<file path="src/rtl/sirv_wdog_pkg.sv">
`default_nettype none
//==============================================================================
// Package : sirv_wdog_pkg
// Shared constants and state encoding for the windowed watchdog.
// Rev     : 1.0
//==============================================================================
package sirv_wdog_pkg;

  // cfg register field positions
  localparam int CFG_SCALE_LSB  = 0;
  localparam int CFG_SCALE_W    = 4;
  localparam int CFG_RSTEN      = 8;
  localparam int CFG_ZEROCMP    = 9;
  localparam int CFG_WINEN      = 10;
  localparam int CFG_PULSEMODE  = 11;
  localparam int CFG_CNT_ALWAYS = 12;
  localparam int CFG_CNT_AWAKE  = 13;
  localparam int CFG_IP_LSB     = 28;

  localparam logic [31:0] KEY  = 32'h0051_F15E;
  localparam logic [31:0] FEED = 32'h0D09_F00D;

  typedef enum logic [0:0] {
    ST_IDLE  = 1'b0,
    ST_PULSE = 1'b1
  } rst_state_e;

endpackage
`default_nettype wire

</file>
<file path="src/rtl/sirv_wdog_rstgen.sv">
`default_nettype none
//==============================================================================
// Module : sirv_wdog_rstgen
// Reset request generator: sticky level or fixed-length pulse with release.
// Rev    : 1.0
//==============================================================================
module sirv_wdog_rstgen
  import sirv_wdog_pkg::*;
#(
  parameter int RST_PULSE = 32
) (
  input  logic clock,
  input  logic rst_n,
  input  logic i_trig,
  input  logic i_pulsemode,
  output logic o_rst,
  output logic o_release
);

  localparam int c_cw = (RST_PULSE > 2) ? $clog2(RST_PULSE) : 1;

  rst_state_e       r_state;
  rst_state_e       w_state_nxt;
  logic [c_cw-1:0]  r_pcnt;
  logic [c_cw-1:0]  w_pcnt_nxt;
  logic             r_sticky;

  always_ff @(posedge clock or negedge rst_n) begin
    if (!rst_n) begin
      r_state  <= ST_IDLE;
      r_pcnt   <= '0;
      r_sticky <= 1'b0;
    end else begin
      r_state <= w_state_nxt;
      r_pcnt  <= w_pcnt_nxt;
      if (i_trig && !i_pulsemode) begin
        r_sticky <= 1'b1;
      end
    end
  end

  // Triggers seen while a pulse is running are deliberately dropped.
  always_comb begin
    w_state_nxt = r_state;
    w_pcnt_nxt  = r_pcnt;
    o_release   = 1'b0;
    case (r_state)
      ST_IDLE: begin
        if (i_trig && i_pulsemode) begin
          w_state_nxt = ST_PULSE;
          w_pcnt_nxt  = c_cw'(RST_PULSE - 1);
        end
      end
      ST_PULSE: begin
        if (r_pcnt == '0) begin
          w_state_nxt = ST_IDLE;
          o_release   = 1'b1;
        end else begin
          w_pcnt_nxt = r_pcnt - 1'b1;
        end
      end
      default: w_state_nxt = ST_IDLE;
    endcase
  end

  assign o_rst = r_sticky | (r_state == ST_PULSE);

endmodule
`default_nettype wire

</file>
<file path="src/rtl/sirv_wdog_win.sv">
`default_nettype none
//==============================================================================
// Module : sirv_wdog_win
// Parametrised windowed watchdog with per-comparator interrupts.
// Rev    : 1.0
//==============================================================================
module sirv_wdog_win
  import sirv_wdog_pkg::*;
#(
  parameter int CNT_W     = 31,
  parameter int CMP_W     = 16,
  parameter int NCMP      = 2,
  parameter int RST_PULSE = 32
) (
  input  logic                   clock,
  input  logic                   rst_n,
  input  logic                   io_regs_cfg_write_valid,
  input  logic [31:0]            io_regs_cfg_write_bits,
  output logic [31:0]            io_regs_cfg_read,
  input  logic                   io_regs_count_write_valid,
  input  logic [CNT_W-1:0]       io_regs_count_write_bits,
  output logic [CNT_W-1:0]       io_regs_count_read,
  output logic [CMP_W-1:0]       io_regs_s_read,
  input  logic [NCMP-1:0]        io_regs_cmp_write_valid,
  input  logic [CMP_W-1:0]       io_regs_cmp_write_bits,
  output logic [NCMP*CMP_W-1:0]  io_regs_cmp_read,
  input  logic                   io_regs_feed_write_valid,
  input  logic [31:0]            io_regs_feed_write_bits,
  output logic [31:0]            io_regs_feed_read,
  input  logic                   io_regs_key_write_valid,
  input  logic [31:0]            io_regs_key_write_bits,
  output logic [31:0]            io_regs_key_read,
  input  logic                   io_regs_cause_write_valid,
  input  logic [1:0]             io_regs_cause_write_bits,
  output logic [31:0]            io_regs_cause_read,
  input  logic                   io_corerst,
  output logic [NCMP-1:0]        io_ip,
  output logic                   io_rst
);

  logic [1:0]                   r_corerst_sync;
  logic [CFG_SCALE_W-1:0]       r_scale;
  logic                         r_rsten;
  logic                         r_zerocmp;
  logic                         r_winen;
  logic                         r_pulsemode;
  logic                         r_count_always;
  logic                         r_count_awake;
  logic [NCMP-1:0]              r_ip;
  logic [CNT_W-1:0]             r_count;
  logic [NCMP-1:0][CMP_W-1:0]   r_cmp;
  logic                         r_unlocked;
  logic [1:0]                   r_cause;

  logic                         w_other_wr;
  logic                         w_cfg_we;
  logic                         w_count_we;
  logic                         w_cause_we;
  logic                         w_feed;
  logic                         w_early;
  logic                         w_count_en;
  logic                         w_count_reset;
  logic                         w_trig;
  logic                         w_release;
  logic [CNT_W-1:0]             w_shifted;
  logic [CMP_W-1:0]             w_s;
  logic [NCMP-1:0]              w_elapsed;
  logic [1:0]                   w_cause_clr;
  logic                         w_unused_bits;

  assign w_other_wr = io_regs_cfg_write_valid | io_regs_count_write_valid |
                      (|io_regs_cmp_write_valid) | io_regs_feed_write_valid |
                      io_regs_cause_write_valid;

  assign w_cfg_we   = r_unlocked & io_regs_cfg_write_valid;
  assign w_count_we = r_unlocked & io_regs_count_write_valid;
  assign w_cause_we = r_unlocked & io_regs_cause_write_valid;
  assign w_feed     = r_unlocked & io_regs_feed_write_valid &
                      (io_regs_feed_write_bits == FEED);

  assign w_shifted = r_count >> r_scale;
  assign w_s       = w_shifted[CMP_W-1:0];

  for (genvar gi = 0; gi < NCMP; gi++) begin : g_elapsed
    assign w_elapsed[gi] = (w_s >= r_cmp[gi]);
  end

  assign w_early       = r_winen & w_feed & ~w_elapsed[1];
  assign w_count_en    = r_count_always | (r_count_awake & ~r_corerst_sync[1]);
  assign w_count_reset = w_feed | (r_zerocmp & w_elapsed[0]) | w_release;
  assign w_trig        = r_rsten & (w_elapsed[0] | w_early);
  assign w_cause_clr   = w_cause_we ? io_regs_cause_write_bits : 2'b00;

  // Only the truncated scaled count is compared; cfg has reserved holes.
  assign w_unused_bits = ^{io_regs_cfg_write_bits, w_shifted[CNT_W-1:CMP_W]};

  always_ff @(posedge clock or negedge rst_n) begin
    if (!rst_n) begin
      r_corerst_sync <= 2'b00;
    end else begin
      r_corerst_sync <= {r_corerst_sync[0], io_corerst};
    end
  end

  // The key only unlocks when it is the sole register write in its cycle.
  always_ff @(posedge clock or negedge rst_n) begin
    if (!rst_n) begin
      r_unlocked <= 1'b0;
    end else if (io_regs_key_write_valid && (io_regs_key_write_bits == KEY) && !w_other_wr) begin
      r_unlocked <= 1'b1;
    end else if (io_regs_key_write_valid || w_other_wr) begin
      r_unlocked <= 1'b0;
    end
  end

  always_ff @(posedge clock or negedge rst_n) begin
    if (!rst_n) begin
      r_scale        <= '0;
      r_rsten        <= 1'b0;
      r_zerocmp      <= 1'b0;
      r_winen        <= 1'b0;
      r_pulsemode    <= 1'b0;
      r_count_always <= 1'b0;
      r_count_awake  <= 1'b0;
    end else if (w_cfg_we) begin
      r_scale        <= io_regs_cfg_write_bits[CFG_SCALE_LSB +: CFG_SCALE_W];
      r_rsten        <= io_regs_cfg_write_bits[CFG_RSTEN];
      r_zerocmp      <= io_regs_cfg_write_bits[CFG_ZEROCMP];
      r_winen        <= io_regs_cfg_write_bits[CFG_WINEN];
      r_pulsemode    <= io_regs_cfg_write_bits[CFG_PULSEMODE];
      r_count_always <= io_regs_cfg_write_bits[CFG_CNT_ALWAYS];
      r_count_awake  <= io_regs_cfg_write_bits[CFG_CNT_AWAKE];
    end
  end

  always_ff @(posedge clock or negedge rst_n) begin
    if (!rst_n) begin
      r_ip <= '0;
    end else if (w_cfg_we) begin
      r_ip <= io_regs_cfg_write_bits[CFG_IP_LSB +: NCMP] | w_elapsed;
    end else begin
      r_ip <= r_ip | w_elapsed;
    end
  end

  always_ff @(posedge clock or negedge rst_n) begin
    if (!rst_n) begin
      r_cmp <= '1;
    end else begin
      for (int i = 0; i < NCMP; i++) begin
        if (r_unlocked && io_regs_cmp_write_valid[i]) begin
          r_cmp[i] <= io_regs_cmp_write_bits;
        end
      end
    end
  end

  always_ff @(posedge clock or negedge rst_n) begin
    if (!rst_n) begin
      r_count <= '0;
    end else if (w_count_reset) begin
      r_count <= '0;
    end else if (w_count_we) begin
      r_count <= io_regs_count_write_bits;
    end else begin
      r_count <= r_count + CNT_W'(w_count_en);
    end
  end

  // A new cause event in the same cycle as its clear wins.
  always_ff @(posedge clock or negedge rst_n) begin
    if (!rst_n) begin
      r_cause <= 2'b00;
    end else begin
      r_cause <= (r_cause & ~w_cause_clr) |
                 {r_rsten & w_early, r_rsten & w_elapsed[0]};
    end
  end

  sirv_wdog_rstgen #(
    .RST_PULSE (RST_PULSE)
  ) u_rstgen (
    .clock       (clock),
    .rst_n       (rst_n),
    .i_trig      (w_trig),
    .i_pulsemode (r_pulsemode),
    .o_rst       (io_rst),
    .o_release   (w_release)
  );

  always_comb begin
    io_regs_cfg_read                                  = 32'h0;
    io_regs_cfg_read[CFG_SCALE_LSB +: CFG_SCALE_W]    = r_scale;
    io_regs_cfg_read[CFG_RSTEN]                       = r_rsten;
    io_regs_cfg_read[CFG_ZEROCMP]                     = r_zerocmp;
    io_regs_cfg_read[CFG_WINEN]                       = r_winen;
    io_regs_cfg_read[CFG_PULSEMODE]                   = r_pulsemode;
    io_regs_cfg_read[CFG_CNT_ALWAYS]                  = r_count_always;
    io_regs_cfg_read[CFG_CNT_AWAKE]                   = r_count_awake;
    io_regs_cfg_read[CFG_IP_LSB +: NCMP]              = r_ip;
  end

  assign io_regs_count_read = r_count;
  assign io_regs_s_read     = w_s;
  assign io_regs_cmp_read   = r_cmp;
  assign io_regs_feed_read  = 32'h0;
  assign io_regs_key_read   = {31'b0, r_unlocked};
  assign io_regs_cause_read = {30'b0, r_cause};
  assign io_ip              = r_ip;

endmodule
`default_nettype wire

</file>
<file path="config.mk">
export PLATFORM = sky130hd
export DESIGN_NAME = sirv_wdog_win
export DESIGN_NICKNAME = d
export VERILOG_FILES = /design/src/rtl/sirv_wdog_pkg.sv /design/src/rtl/sirv_wdog_rstgen.sv /design/src/rtl/sirv_wdog_win.sv
export SDC_FILE = /design/constraint.sdc
export NUM_CORES = 1
export LEC_CHECK = 0
export ABC_AREA = 1
export CAP_MARGIN = 30
export CORE_AREA = 2 2 141 143
export DETAILED_ROUTE_END_ITERATION = 10
export DIE_AREA = 0 0 143 145
export DONT_BUFFER_PORTS = 1
export PLACE_DENSITY_LB_ADDON = 0.05
export SETUP_SLACK_MARGIN = 0.5
export SYNTH_ARGS = -nofsm -noshare
export SYNTH_HDL_FRONTEND = slang
export SYNTH_HIERARCHICAL = 1
export SYNTH_SLANG_ARGS = --single-unit
</file>
<file path="constraint.sdc">
create_clock -name clock -period 3.3 [get_ports clock]
set_clock_uncertainty 0.2 [all_clocks]
set_input_delay 0 -clock clock [delete_from_list [all_inputs] [get_ports clock]]
set_output_delay 0 -clock clock [all_outputs]
set_load 0.005 [all_outputs]
</file>
==> metrics <==
status complete, no violations; Required @ worst endpoint roughly 3.3 ns; Rows 51; CTS HTree Levels 3; largest cells by area after synthesis dfrtp_1 (19%), nand2_1 (14%), buf_4 (12%); Final GP Congestion 0.866; post-synth top area cell dfrtp_1; synthesis warning total 6; CTS tree done; max-cap violations 0; clock sink count 87; Area growth syn-to-layout 26.7%; leakage 4.35 nW; total track usage 22.7%; cell area power density 391 mW/mm^2; Finish-stage setup viols 0; routed vias ~7000; register area share after synthesis 29.8%; die area between 0.02 and 0.025 mm^2; Critical Path Fanout Max 16; critical path data arrival time around 3.2 ns; ANT nets after route 0; worst hold path class input pin to asynchronous set/reset pin; effective utilization at floorplan ~39%; Clk pwr share 28.0%; Place WS -0.108 ns; initial drt markers 345; die height 145 um; filler cell count 1946; routed wl met2 11700 um; RSZ-0062 raised after global routing true; setup TNS 0 ns; Sw Ratio 37.6%; worst r2r dst io_regs_count_read[21]$_DFF_PN0_; top-area cell type share of the netlist area 18.5%; Clock Latency Late Sink 0.36 ns; Inst Count DP 1367; Unique masters post-synth 40; r2r startpoint r_scale[0]$_DFFE_PN0P_; DR top layer met4; met1 WL 10600 um; vias per cell 4.70; EDFF count, synth 0; Post-synth ARST share 100%; fmax 316 MHz; Pre-Repair DR Iteration Count 5; #FFs+latches synth 87; initial antenna violation count 0; nets@finish 1411; port buffer count 0; share of cells above drive strength 1 a little under a fifth; mean post-synth cell area between 6 and 7 um^2; Critical Path Source Type register; final worst slack between 0.1 and 0.15 ns; Worst Max-Slew Pin Slew 0.684 ns; R2R depth 17; Rel. slew slack 54.3%; Tcrit/Tclk final a little over nine tenths; Post-Synthesis Cell Area 0.00743 mm^2; NetSw 1.38 mW; routed length per instance about 16 um; hpwl dp 18600 um; DRC 0; Clock Pin Slew Worst Setup and Hold Paths 0.07 ns; Num CTS Buffers 9; crit path kind register to register; max-slew violation count 0; minimum clock period 3.16 ns; vias in the first global route 6697; largest net degree at the start of global routing 88; ant diodes 0; total congestion overflow 0; Critical Path End Type register; Detail Route met3 WL 1540 um; count leader, synth nand2_1; most frequent cells after synthesis nand2_1 (282), buf_4 (123), nor2_1 (114), inv_1 (109), o21ai_0 (107); clk buf depth 2; Comb pwr share 37.3%; core area 0.0192 mm^2; final std cells w/o fill 1491; Final Hold Viols 0; Int Pwr 2.30 mW; top-level I/O count around 370; post-synthesis cell count 1079; Reg power frac 34.7%; Clock Tree Root clkbuf_16; Routed Wire Length 24200 um; R2R setup slack 0.14 ns; first-pass GRT wire length around 36000 um; Synth Flop Type dfrtp_1; Die Wd 143 um; VDD IR-drop max 0.251 mV
-- power groups by stage --
stage | clock network [mW] | registers (mW) | logic [mW]
5_1_grt | 1.08 | 1.29 | 1.55
3_3_place_gp | 0 | 1.30 | 1.10
2_1_floorplan | 0 | 1.30 | 0.758
3_5_place_dp | 0 | 1.30 | 1.10
4_1_cts | 1.06 | 1.28 | 1.33
6_report | 1.03 | 1.28 | 1.37
-- area by class of cell --
class	instances	area, um^2	area share [%]
multi-input cells	834	4430	47.0
flip-flops and latches	87	2220	23.6
repair buffers	175	1720	18.3
inverters	114	434	4.61
well taps	265	332	3.52
clock buffers	11	243	2.58
clock inverters	5	40.0	0.425
-- metrics by stage --
stage	power (mW)	util, %	instance area (um^2)	hold slack (ns)
5_1_grt	3.92	49.0	9420	0.0548
2_1_floorplan	2.06	-	7880	-0.496
6_report	3.68	49.0	9420	0.0144
3_5_place_dp	2.40	40.1	7700	-0.493
4_1_cts	3.66	47.8	9180	0.0305
3_3_place_gp	2.40	39.9	7670	-0.494
-- registers in the layout, summed over array words and instances, names as in the netlist --
signal	cells
r_count_awake	1
r_winen	1
r_pulsemode	1
r_scale	4
u_rstgen/r_pcnt	5
r_count_always	1
io_regs_cmp_read	32
u_rstgen/r_sticky	1
io_regs_count_read	31
r_rsten	1
io_ip	2
u_rstgen/r_state	1
r_unlocked	1
r_cause	2
r_corerst_sync	2
r_zerocmp	1
-- repair_timing --
item | CTS | global route
setup endpoints to repair | 42 | 42
pin swaps | 20 | 13
setup buffers | 9 | 3
cloned | 1 | 4
hold endpoints to repair | 166 | 16
hold buffers | 89 | 1
resized for setup | 73 | 29
-- layer usage --
layer / GRT usage, % / vias up
li1: - / 3492
met3: 4.06 / 25
met5: 0 / -
met4: 6.63 / 0
met1: 29.6 / 3213
met2: 38.3 / 275
-- cells by family (layout without fill, tap and decap cells) --
| family | after synthesis | after routing | share of synthesized area (%) |
|---|---|---|---|
| and+or+nand+nor | 489 | 489 | 27.9 |
| buffers and inverters | 270 | 305 | 20.3 |
| AOI/OAI and AO/OA | 165 | 165 | 11.7 |
| DFF | 87 | 87 | 29.8 |
| adders and majority gates | 35 | 35 | 5.89 |
| muxes | 24 | 24 | 3.32 |
| xor gates and xnor gates | 8 | 8 | 0.943 |
| other | 1 | 113 | 0.0504 |
-- worst max-delay path by stage --
stage                            from                          endpoint  slack (ns)  cells after the start
6_report       r_scale[0]$_DFFE_PN0P_  io_regs_count_read[21]$_DFF_PN0_        0.14                     17
5_1_grt        r_scale[0]$_DFFE_PN0P_    u_rstgen/r_pcnt[2]$_DFFE_PN0P_       -0.04                     19
4_1_cts        r_scale[0]$_DFFE_PN0P_    u_rstgen/r_pcnt[2]$_DFFE_PN0P_        0.20                     17
3_5_place_dp   r_scale[0]$_DFFE_PN0P_    u_rstgen/r_pcnt[2]$_DFFE_PN0P_       -0.11                     18
3_3_place_gp   r_scale[0]$_DFFE_PN0P_    u_rstgen/r_pcnt[2]$_DFFE_PN0P_       -0.14                     18
2_1_floorplan  r_scale[0]$_DFFE_PN0P_    u_rstgen/r_pcnt[1]$_DFFE_PN0P_        0.50                     16
-- layout by cell type (no fill, tap or decap), drive strengths merged --
cell type,synthesis,layout
a211oi,2,2
a21oi,31,31
a31oi,3,3
buf,139,84
clkbuf,17,13
clkinv,2,3
clkinvlp,0,1
conb,1,113
dfrtp,55,55
dfstp,32,32
dlygate4sd3,0,89
ha,35,35
inv,112,115
mux2,5,5
mux2i,19,19
nand2,294,294
nand3,43,43
nand3b,2,2
nand4,9,9
nor2,128,128
nor3,3,3
nor3b,4,4
nor4,6,6
o211ai,4,4
o21a,3,3
o21ai,116,116
o21bai,4,4
o22a,2,2
xnor2,1,1
xor2,7,7
-- worst max-delay path, stage by stage (launching register included) --
cell and delay (ns):
dfrtp_2 0.52, buf_4 0.18, buf_6 0.13, o21ai_2 0.18
o21ai_0 0.13, nand2_1 0.08, nand2_1 0.07, o22a_2 0.27
ha_1 0.30, nand2_1 0.07, o21a_1 0.19, nand2_1 0.10
nand2_2 0.08, nand2_2 0.08, nand2_1 0.09, nand2_4 0.14
buf_12 0.17, nor2_1 0.05
No activity file was read; power rests on OpenSTA's default activity.
